[src/rtl/parity_error_monitor_pkg.sv]
// Shared sizes and the error-entry record for the parity error monitor.
package parity_error_monitor_pkg;

  localparam int DEF_ADDR_W     = 4;
  localparam int DEF_DATA_W     = 8;
  localparam int DEF_FIFO_DEPTH = 4;
  localparam int DEF_CNT_W      = 8;

  typedef struct packed {
    logic [DEF_ADDR_W-1:0] addr;
    logic [DEF_DATA_W-1:0] data;
  } err_entry_t;

endpackage

[src/rtl/parity_error_monitor_error_fifo.sv]
// Small synchronous FIFO holding failing words until the host pops them.
module parity_error_monitor_error_fifo
  import parity_error_monitor_pkg::*;
#(
  parameter int DEPTH = DEF_FIFO_DEPTH,
  parameter int W     = $bits(err_entry_t)
) (
  input  logic         clock,
  input  logic         reset,
  input  logic         push,
  input  logic         pop,
  input  logic [W-1:0] wdata,
  output logic [W-1:0] rdata,
  output logic         full,
  output logic         empty
);

  localparam int PW = $clog2(DEPTH);

  logic [PW-1:0] wr_ptr;
  logic [PW-1:0] rd_ptr;
  logic [PW:0]   count;
  logic [W-1:0]  mem [DEPTH];
  logic          do_push;
  logic          do_pop;

  assign full  = (count == (PW+1)'(DEPTH));
  assign empty = (count == '0);

  // A pop frees a slot in the same cycle, so a full FIFO still accepts a push.
  assign do_pop  = pop && !empty;
  assign do_push = push && (!full || do_pop);

  always_ff @(posedge clock or posedge reset) begin
    if (reset) begin
      wr_ptr <= '0;
      rd_ptr <= '0;
      count  <= '0;
    end else begin
      if (do_push) wr_ptr <= wr_ptr + PW'(1);
      if (do_pop)  rd_ptr <= rd_ptr + PW'(1);
      count <= count + (PW+1)'(do_push) - (PW+1)'(do_pop);
    end
  end

  always_ff @(posedge clock) begin
    if (do_push) mem[wr_ptr] <= wdata;
  end

  assign rdata = empty ? '0 : mem[rd_ptr];

endmodule

[src/rtl/parity_error_monitor.sv]
// Re-checks fetched word parity, queues failures and keeps error statistics.
module parity_error_monitor
  import parity_error_monitor_pkg::*;
#(
  parameter int ADDR_W     = DEF_ADDR_W,
  parameter int DATA_W     = DEF_DATA_W,
  parameter int FIFO_DEPTH = DEF_FIFO_DEPTH,
  parameter int CNT_W      = DEF_CNT_W
) (
  input  logic              clock,
  input  logic              reset,
  input  logic              in_valid,
  input  logic [ADDR_W-1:0] in_addr,
  input  logic [DATA_W-1:0] in_data,
  input  logic              in_parity,
  input  logic              pop,
  output logic              match,
  output logic              err_valid,
  output logic [ADDR_W-1:0] err_addr,
  output logic [DATA_W-1:0] err_data,
  output logic              fifo_full,
  output logic              overflow,
  output logic [CNT_W-1:0]  err_count,
  output logic              sweep_done,
  output logic [ADDR_W:0]   sweep_errors
);

  localparam int EW = ADDR_W + DATA_W;

  logic            ok;
  logic            err;
  logic            sweep_end;
  logic            fifo_empty;
  logic [EW-1:0]   head;
  logic [ADDR_W:0] sweep_cnt;

  assign ok        = (^in_data) == in_parity;
  assign err       = in_valid && !ok;
  assign sweep_end = in_valid && (in_addr == {ADDR_W{1'b1}});

  parity_error_monitor_error_fifo #(
    .DEPTH (FIFO_DEPTH),
    .W     (EW)
  ) u_fifo (
    .clock (clock),
    .reset (reset),
    .push  (err),
    .pop   (pop),
    .wdata ({in_addr, in_data}),
    .rdata (head),
    .full  (fifo_full),
    .empty (fifo_empty)
  );

  assign err_valid = !fifo_empty;
  assign err_addr  = head[EW-1:DATA_W];
  assign err_data  = head[DATA_W-1:0];

  always_ff @(posedge clock or posedge reset) begin
    if (reset) begin
      match        <= 1'b1;
      overflow     <= 1'b0;
      err_count    <= '0;
      sweep_done   <= 1'b0;
      sweep_errors <= '0;
      sweep_cnt    <= '0;
    end else begin
      sweep_done <= sweep_end;
      if (in_valid) match <= ok;
      // Full with no pop draining the head means this error is lost.
      if (err && fifo_full && !pop) overflow <= 1'b1;
      if (err && err_count != {CNT_W{1'b1}})
        err_count <= err_count + CNT_W'(1);
      if (sweep_end) begin
        sweep_errors <= sweep_cnt + (ADDR_W+1)'(err);
        sweep_cnt    <= '0;
      end else if (err) begin
        sweep_cnt <= sweep_cnt + (ADDR_W+1)'(1);
      end
    end
  end

endmodule

[config.mk]
export PLATFORM = sky130hd
export DESIGN_NAME = parity_error_monitor
export DESIGN_NICKNAME = d
export VERILOG_FILES = /design/src/rtl/parity_error_monitor_pkg.sv /design/src/rtl/parity_error_monitor_error_fifo.sv /design/src/rtl/parity_error_monitor.sv
export SDC_FILE = /design/constraint.sdc
export NUM_CORES = 1
export LEC_CHECK = 0
export BUFFER_PORTS_ARGS = -buffer_cell sky130_fd_sc_hd__buf_2
export CORE_ASPECT_RATIO = 0.75
export CORE_MARGIN = 2
export CORE_UTILIZATION = 51
export CTS_BUF_LIST = sky130_fd_sc_hd__clkbuf_16
export CTS_CLUSTER_SIZE = 14
export DETAILED_ROUTE_END_ITERATION = 6
export MAX_ROUTING_LAYER = met4
export PLACE_DENSITY_LB_ADDON = 0.1
export SYNTH_ARGS = -nofsm -noshare
export SYNTH_HDL_FRONTEND = slang
export SYNTH_SLANG_ARGS = --single-unit
[constraint.sdc]
create_clock -name clock -period 2.4 [get_ports clock]
set_clock_uncertainty 0.05 [all_clocks]
set_input_delay 0.12 -clock clock [delete_from_list [all_inputs] [get_ports clock]]
set_output_delay 0.12 -clock clock [all_outputs]
set_load 0.02 [all_outputs]
# After elaboration in Yosys (flattened, before gate mapping)
# Memories as Yosys holds them, arrays and structs flattened.
# Index checks and enable logic that the tools add are counted.
# totals
register_bits	28
latch_bits	0
ram_bits	48
romBits	0
output_inout_bits	30
word_cells	41
memories	1
# op_classes
n_addsub	7
n_mul	0
div_mod_pow	0
n_lt_le_gt_ge	0
n_eq_ne	4
n_shift	0
n_mux	5
bitwise	0
n_reduce_logical	15
# mem_list
name	depth	word_bits	rd	rd_clocked_by_memory_dff	write_ports	line_no	source
u_fifo.mem	4	12	1	0	1	parity_error_monitor_error_fifo.sv:23	logic [W-1:0] mem [DEPTH];
# ops
op	n
$mux W12	1
$mux W5	2
$add A8 B1 Y8 const B	1
$ne A8 B8 Y1 const B	1
$reduce_xor A8 Y1	1
$logic_and A1 B1 Y1	7
$add A5 B1 Y5	1
$add A5 B1 Y5 const B	1
$add A2 B1 Y2 const B	2
$eq A4 B4 Y1 const B	1
$logic_not A1 Y1	4
$add A3 B1 Y3	1
$eq A3 B3 Y1 const B	1
$logic_not A3 Y1	1
$sub A3 B1 Y3	1
$mux W1	2
$reduce_bool A2 Y1	1
$eq A1 B1 Y1	1
$logic_or A1 B1 Y1	1

# Depth between registers and ports, before layout
# depth
depth_word	7
ltp_mapped	9

# By module
# Synthesis repeated with hierarchy kept, for this count alone.
# unflattened
hier_cells	220
hier_area_um2	3369.5
# by_module_without_submodules
module	instances	cells_per_inst	area_per_inst_um2	seq_area_each_um2
parity_error_monitor_error_fifo	1	113	2240.9	1616.6
parity_error_monitor	1	107	1128.6	526.8

# Least setup slack after synthesis
# OpenSTA, ideal clock, no wires.
# synth_path
kind	reg2reg
startpoint	register u_fifo.count[0]
endpoint	register u_fifo.count[2]
arrival_time_ns	2.051
slack_ns	0.176
path_stages_with_launch	9
synth_period_minus_slack_ns	2.224
path_cell_list	dfrtp_1 -> or3_1 -> and2_1 -> ha_1 -> inv_1 -> ha_1 -> fa_1 -> xnor2_1 -> xnor2_1
# synth_via
elab_chain_cells	7
elab_cells_between_ends	9
classes_between	add/sub: 2; eq/ne: 1; reduce/logical: 6
# synth_lines
element	line_no	source
start: declaration	parity_error_monitor_error_fifo.sv:22	logic [PW:0] count;
start signal: assignment	parity_error_monitor_error_fifo.sv:42	count <= count + (PW+1)'(do_push) - (PW+1)'(do_pop);
$logic_not A3 Y1	parity_error_monitor_error_fifo.sv:28	assign empty = (count == '0);
$logic_not A1 Y1	parity_error_monitor_error_fifo.sv:31	assign do_pop = pop && !empty;
$logic_and A1 B1 Y1	parity_error_monitor_error_fifo.sv:31	
$logic_or A1 B1 Y1	parity_error_monitor_error_fifo.sv:32	assign do_push = push && (!full || do_pop);
$logic_and A1 B1 Y1	parity_error_monitor_error_fifo.sv:32	
$add A3 B1 Y3	parity_error_monitor_error_fifo.sv:42	
$sub A3 B1 Y3 *	parity_error_monitor_error_fifo.sv:42	
# Every way passes the cells marked *; elsewhere a longest branch is shown, timed or not.
# A chain may end at the register's enable or synchronous reset.

# Final worst setup path
# layout_path
startpoint	register u_fifo.count[2]
endpoint	register u_fifo.count[2]
# Same word-level chain as after synthesis.

==> flow_summary.html <==
<table>
<tr><th>Metric</th><th>Value</th></tr>
<tr><th colspan="2">Placement</th></tr>
<tr><td>HPWL after detailed placement</td><td>4.18 mm</td></tr>
<tr><td># port buffers</td><td>46</td></tr>
<tr><td>Post-Place Cell Area</td><td>3760 sq um</td></tr>
<tr><td>Placer Congestion</td><td>0.777</td></tr>
<tr><th colspan="2">GRT</th></tr>
<tr><td>Global-route wire length before repair</td><td>10.5 mm</td></tr>
<tr><td>Global-route usage over all layers</td><td>0.204</td></tr>
<tr><td>Vias in the first global route</td><td>2,023</td></tr>
<tr><td>Number of antenna violations at the first check in global routing</td><td>0</td></tr>
<tr><td>Largest net degree at the start of global routing</td><td>29</td></tr>
<tr><td>GRT overflow</td><td>0</td></tr>
<tr><th colspan="2">Worst setup path</th></tr>
<tr><td>Critical path startpoint category</td><td>flip-flop</td></tr>
<tr><td>Endpoint of the worst setup timing path</td><td>u_fifo.count[2]</td></tr>
<tr><td>Reg-to-Reg Start</td><td>u_fifo.count[2]</td></tr>
<tr><td>Element type at the critical path end</td><td>flip-flop</td></tr>
<tr><td>Worst Path Class, Setup</td><td>flip-flop to flip-flop</td></tr>
<tr><td>Timing startpoint of the critical path</td><td>u_fifo.count[2]</td></tr>
<tr><td>Highest cell delay on the worst timing path</td><td>0.42 ns</td></tr>
<tr><td>Critical register-to-register path endpoint</td><td>u_fifo.count[2]</td></tr>
<tr><td>Data required, critical path</td><td>2.56 ns</td></tr>
<tr><td>Cell chain of the critical path</td><td>or3_4, and2_2, ha_1, inv_1, ha_1, fa_2, xnor2_2, xnor2_1</td></tr>
<tr><td>Maximum fanout along the worst path</td><td>3</td></tr>
<tr><td>Cell with the biggest individual delay on the critical path</td><td>dfrtp_1</td></tr>
<tr><td>Most repeated library cell on the critical path</td><td>ha_1</td></tr>
<tr><td>Depth of the worst register-to-register path</td><td>8</td></tr>
<tr><td>Arrival time at the worst endpoint</td><td>2.46 ns</td></tr>
<tr><td>Flop-to-flop setup slack</td><td>0.10 ns</td></tr>
<tr><th colspan="2">Floorplanning</th></tr>
<tr><td>Die area</td><td>7180 sq um</td></tr>
<tr><td>Die boundary height</td><td>73.9 um</td></tr>
<tr><td>Initial Util</td><td>0.529</td></tr>
<tr><td>Horizontal die dimension</td><td>97.2 um</td></tr>
<tr><td>Boundary pin count</td><td>47</td></tr>
<tr><td>Core Footprint</td><td>6290 sq um</td></tr>
<tr><td>Number of cell rows</td><td>25</td></tr>
<tr><th colspan="2">Timing</th></tr>
<tr><td>RSZ-0062 raised after global routing</td><td>no</td></tr>
<tr><td>Total count of hold-check failures in the final report</td><td>0</td></tr>
<tr><td>Min Clock Period, post-route</td><td>2.30 ns</td></tr>
<tr><td>Fmax</td><td>436 MHz</td></tr>
<tr><td>Final setup viols</td><td>0</td></tr>
<tr><td>Share of the cycle needed by the critical path after routing</td><td>0.957</td></tr>
<tr><td>Tightest slew margin relative to the limit</td><td>0.599</td></tr>
<tr><td>Slew of the pin with the lowest slew margin</td><td>0.601 ns</td></tr>
<tr><td>Final count of pins violating max slew</td><td>0</td></tr>
<tr><th colspan="2">Power and ir drop</th></tr>
<tr><td>Total Power</td><td>5.11 mW</td></tr>
<tr><td>Power density cells</td><td>1220 nW/um^2</td></tr>
<tr><td>Maximum VDD drop</td><td>730 uV</td></tr>
<tr><td>Pleak</td><td>1.73 nW</td></tr>
<tr><th colspan="2">Clock tree</th></tr>
<tr><td>Clock tree from TritonCTS</td><td>yes</td></tr>
<tr><td>Clock latency of the later-clocked register in the worst-skew pair</td><td>0.33 ns</td></tr>
<tr><td>Total number of clock tree sinks</td><td>76</td></tr>
<tr><td>CTS Root Buffer Type</td><td>clkbuf_16</td></tr>
<tr><td>Count of buffers added by post-CTS timing repair for setup</td><td>0</td></tr>
<tr><td>Maximum level of the CTS H-tree</td><td>3</td></tr>
<tr><td>Clock-pin slew reported for the worst setup and hold paths after clock tree synthesis</td><td>0.06 ns</td></tr>
<tr><td>CTS max path bufs</td><td>2</td></tr>
<tr><td>Number of buffers added by the clock tree synthesis step</td><td>9</td></tr>
<tr><th colspan="2">Layout</th></tr>
<tr><td>Most common cell after layout, fill and taps aside</td><td>edfxtp_1</td></tr>
<tr><td>Area added between synthesis and finish</td><td>26.1%</td></tr>
<tr><td>FILL cells</td><td>466</td></tr>
<tr><td>FF/Latch Area</td><td>2140 sq um</td></tr>
<tr><td>Antenna Cells</td><td>0</td></tr>
<tr><td>Post-route design area</td><td>4190 sq um</td></tr>
<tr><td>Fraction of layout instances using a drive strength above 1</td><td>0.331</td></tr>
<tr><td>Nets</td><td>318</td></tr>
<tr><td>Commonest cells after routing, fill and taps aside</td><td>edfxtp_1, buf_2, dfrtp_1</td></tr>
<tr><td>Combined area of the multi-input logic cells</td><td>1130 sq um</td></tr>
<tr><th colspan="2">Logic synthesis</th></tr>
<tr><td>Yosys warning count</td><td>0</td></tr>
<tr><td>Synthesized Nets</td><td>241</td></tr>
<tr><td>Cell area after synthesis</td><td>3320 sq um</td></tr>
<tr><td>Post-synthesis cell type count</td><td>32</td></tr>
<tr><td>Synthesized area divided by synthesized cell count</td><td>15.5 sq um</td></tr>
<tr><td>Synthesized instance count</td><td>214</td></tr>
<tr><td>Proportion of synthesized chip area in sequential cells</td><td>0.645</td></tr>
<tr><td>Yosys reg bits</td><td>76</td></tr>
<tr><th colspan="2">Min path</th></tr>
<tr><td>Type of the worst min-delay path</td><td>input pin to flip-flop</td></tr>
<tr><td>Worst hold stages</td><td>1</td></tr>
<tr><th colspan="2">Detailed routing</th></tr>
<tr><td>Detailed router's first-iteration violation count</td><td>188</td></tr>
<tr><td>Total via count after detailed routing</td><td>1,977</td></tr>
<tr><td>Post-Route WL</td><td>6.24 mm</td></tr>
<tr><td>Average detailed-routed wire length per instance</td><td>16.5 um</td></tr>
<tr><td>Post-DRT Antenna Nets</td><td>0</td></tr>
<tr><td>Drt pass-1 iters</td><td>4</td></tr>
<tr><td>Ratio of routed vias to standard cells</td><td>5.24</td></tr>
<tr><td>Residual DRC count</td><td>0</td></tr>
<tr><th colspan="2">Run</th></tr>
<tr><td>Max cap viols</td><td>0</td></tr>
<tr><th colspan="2">Run status</th></tr>
<tr><td>Outcome</td><td>finished, final reports clean</td></tr>
</table>
## cell type report
type,count,share of cell area
clock buffer,9,0.0538
clock inverter,7,0.0161
inverter,10,0.00896
multi-input combinational,122,0.271
sequential,76,0.512
tap,81,0.0242
timing repair buffer,72,0.115
## routing by layer
| metal | global-route usage | routed length (um) | part of all wire | up-vias |
|---|---|---|---|---|
| li1 | - | - | - | 942 |
| met1 | 0.279 | 2920 | 0.47 | 983 |
| met5 | - | 0 | 0 | - |
| met4 | 0.0664 | 71 | 0.011 | 0 |
| met3 | 0.0495 | 308 | 0.049 | 9 |
| met2 | 0.307 | 2940 | 0.47 | 43 |
## through the flow
step           TNS [ns]  cells  worst slack, ns  hold slack (ns)   util
2_1_floorplan         0    214            0.176            0.135      -
3_3_place_gp          0    349           0.0443            0.160  0.598
3_5_place_dp    -0.0241    349          -0.0241            0.159  0.598
4_1_cts               0    377           0.0202           0.0158  0.664
5_1_grt               0    377           0.0256           0.0291  0.666
6_report              0    377            0.104           0.0130  0.666
## cells in the mapped netlist
| cell type | instances | area [sq um] |
|---|---|---|
| a211oi_4 | 1 | 20.0 |
| a21oi_1 | 5 | 25.0 |
| a41o_1 | 1 | 10.0 |
| and2_1 | 18 | 113 |
| and3_1 | 5 | 31.3 |
| and4_1 | 2 | 17.5 |
| buf_1 | 1 | 3.75 |
| buf_2 | 2 | 10.0 |
| clkbuf_1 | 3 | 11.3 |
| dfrtp_1 | 27 | 676 |
| dfstp_2 | 1 | 26.3 |
| edfxtp_1 | 48 | 1440 |
| fa_1 | 1 | 20.0 |
| ha_1 | 9 | 113 |
| inv_1 | 10 | 37.5 |
| mux2_2 | 2 | 22.5 |
| mux2i_1 | 1 | 10.0 |
| mux4_2 | 12 | 270 |
| nand2_1 | 13 | 48.8 |
| nand2b_1 | 1 | 6.26 |
| nand3_1 | 5 | 25.0 |
| nand4_1 | 7 | 43.8 |
| nor2_1 | 4 | 15.0 |
| o21ai_0 | 7 | 35.0 |
| o31ai_1 | 1 | 7.51 |
| or3_1 | 1 | 6.26 |
| or3_2 | 2 | 15.0 |
| or4_1 | 1 | 7.51 |
| xnor2_1 | 16 | 140 |
| xnor2_4 | 1 | 27.5 |
| xnor3_4 | 2 | 52.6 |
| xor2_1 | 4 | 35.0 |
## logic make-up (layout without fill, tap and decap cells)
| kind of cell | Yosys count | in the layout | synth area share |
|---|---|---|---|
| adders and majority gates | 10 | 10 | 0.0399 |
| DFF | 76 | 76 | 0.645 |
| AOI/OAI and AO/OA | 15 | 15 | 0.0294 |
| and+or+nand+nor | 59 | 59 | 0.0990 |
| xor gates and xnor gates | 23 | 23 | 0.0768 |
| buffers and inverters | 16 | 98 | 0.0188 |
| muxes | 15 | 15 | 0.0911 |
## flip-flops by register name, indices dropped and copies added (netlist names)
name           flops
u_fifo.wr_ptr      2
match              1
u_fifo.rd_ptr      2
sweep_errors       5
u_fifo.count       3
overflow           1
sweep_cnt          5
err_count          8
u_fifo.mem        48
sweep_done         1
## critical path: cells and delay by family (launching register included)
| kind | cells | cell delay (ns) |
|---|---|---|
| and+or+nand+nor | 2 | 0.57 |
| buffers and inverters | 1 | 0.04 |
| adders and majority gates | 3 | 0.82 |
| DFF | 1 | 0.42 |
| xor gates and xnor gates | 2 | 0.27 |
## repair_timing
action | CTS | global route
endpoints found under the hold margin | 71 | 0
hold buffers | 12 | 0
setup endpoints to repair | 0 | 5
resized for setup | 0 | 4
## worst min-delay path by stage
stage	end	startpoint	slack (ns)
finish	u_fifo.mem[3][3]	in_data[3]	0.01
floorplan	err_count[0]	reset	0.13
global placement	err_count[5]	reset	0.16
global route	u_fifo.mem[3][3]	in_data[3]	0.03
detailed placement	err_count[4]	reset	0.16
CTS	u_fifo.mem[2][3]	in_data[3]	0.02
## report_power, final
group / leakage, nW / internal, mW / switching, mW
registers: 0.787 / 1.71 / 0.235
clock network: 0.150 / 0.800 / 0.503
logic: 0.797 / 0.880 / 0.980
Power figures use the tool's default switching activity.
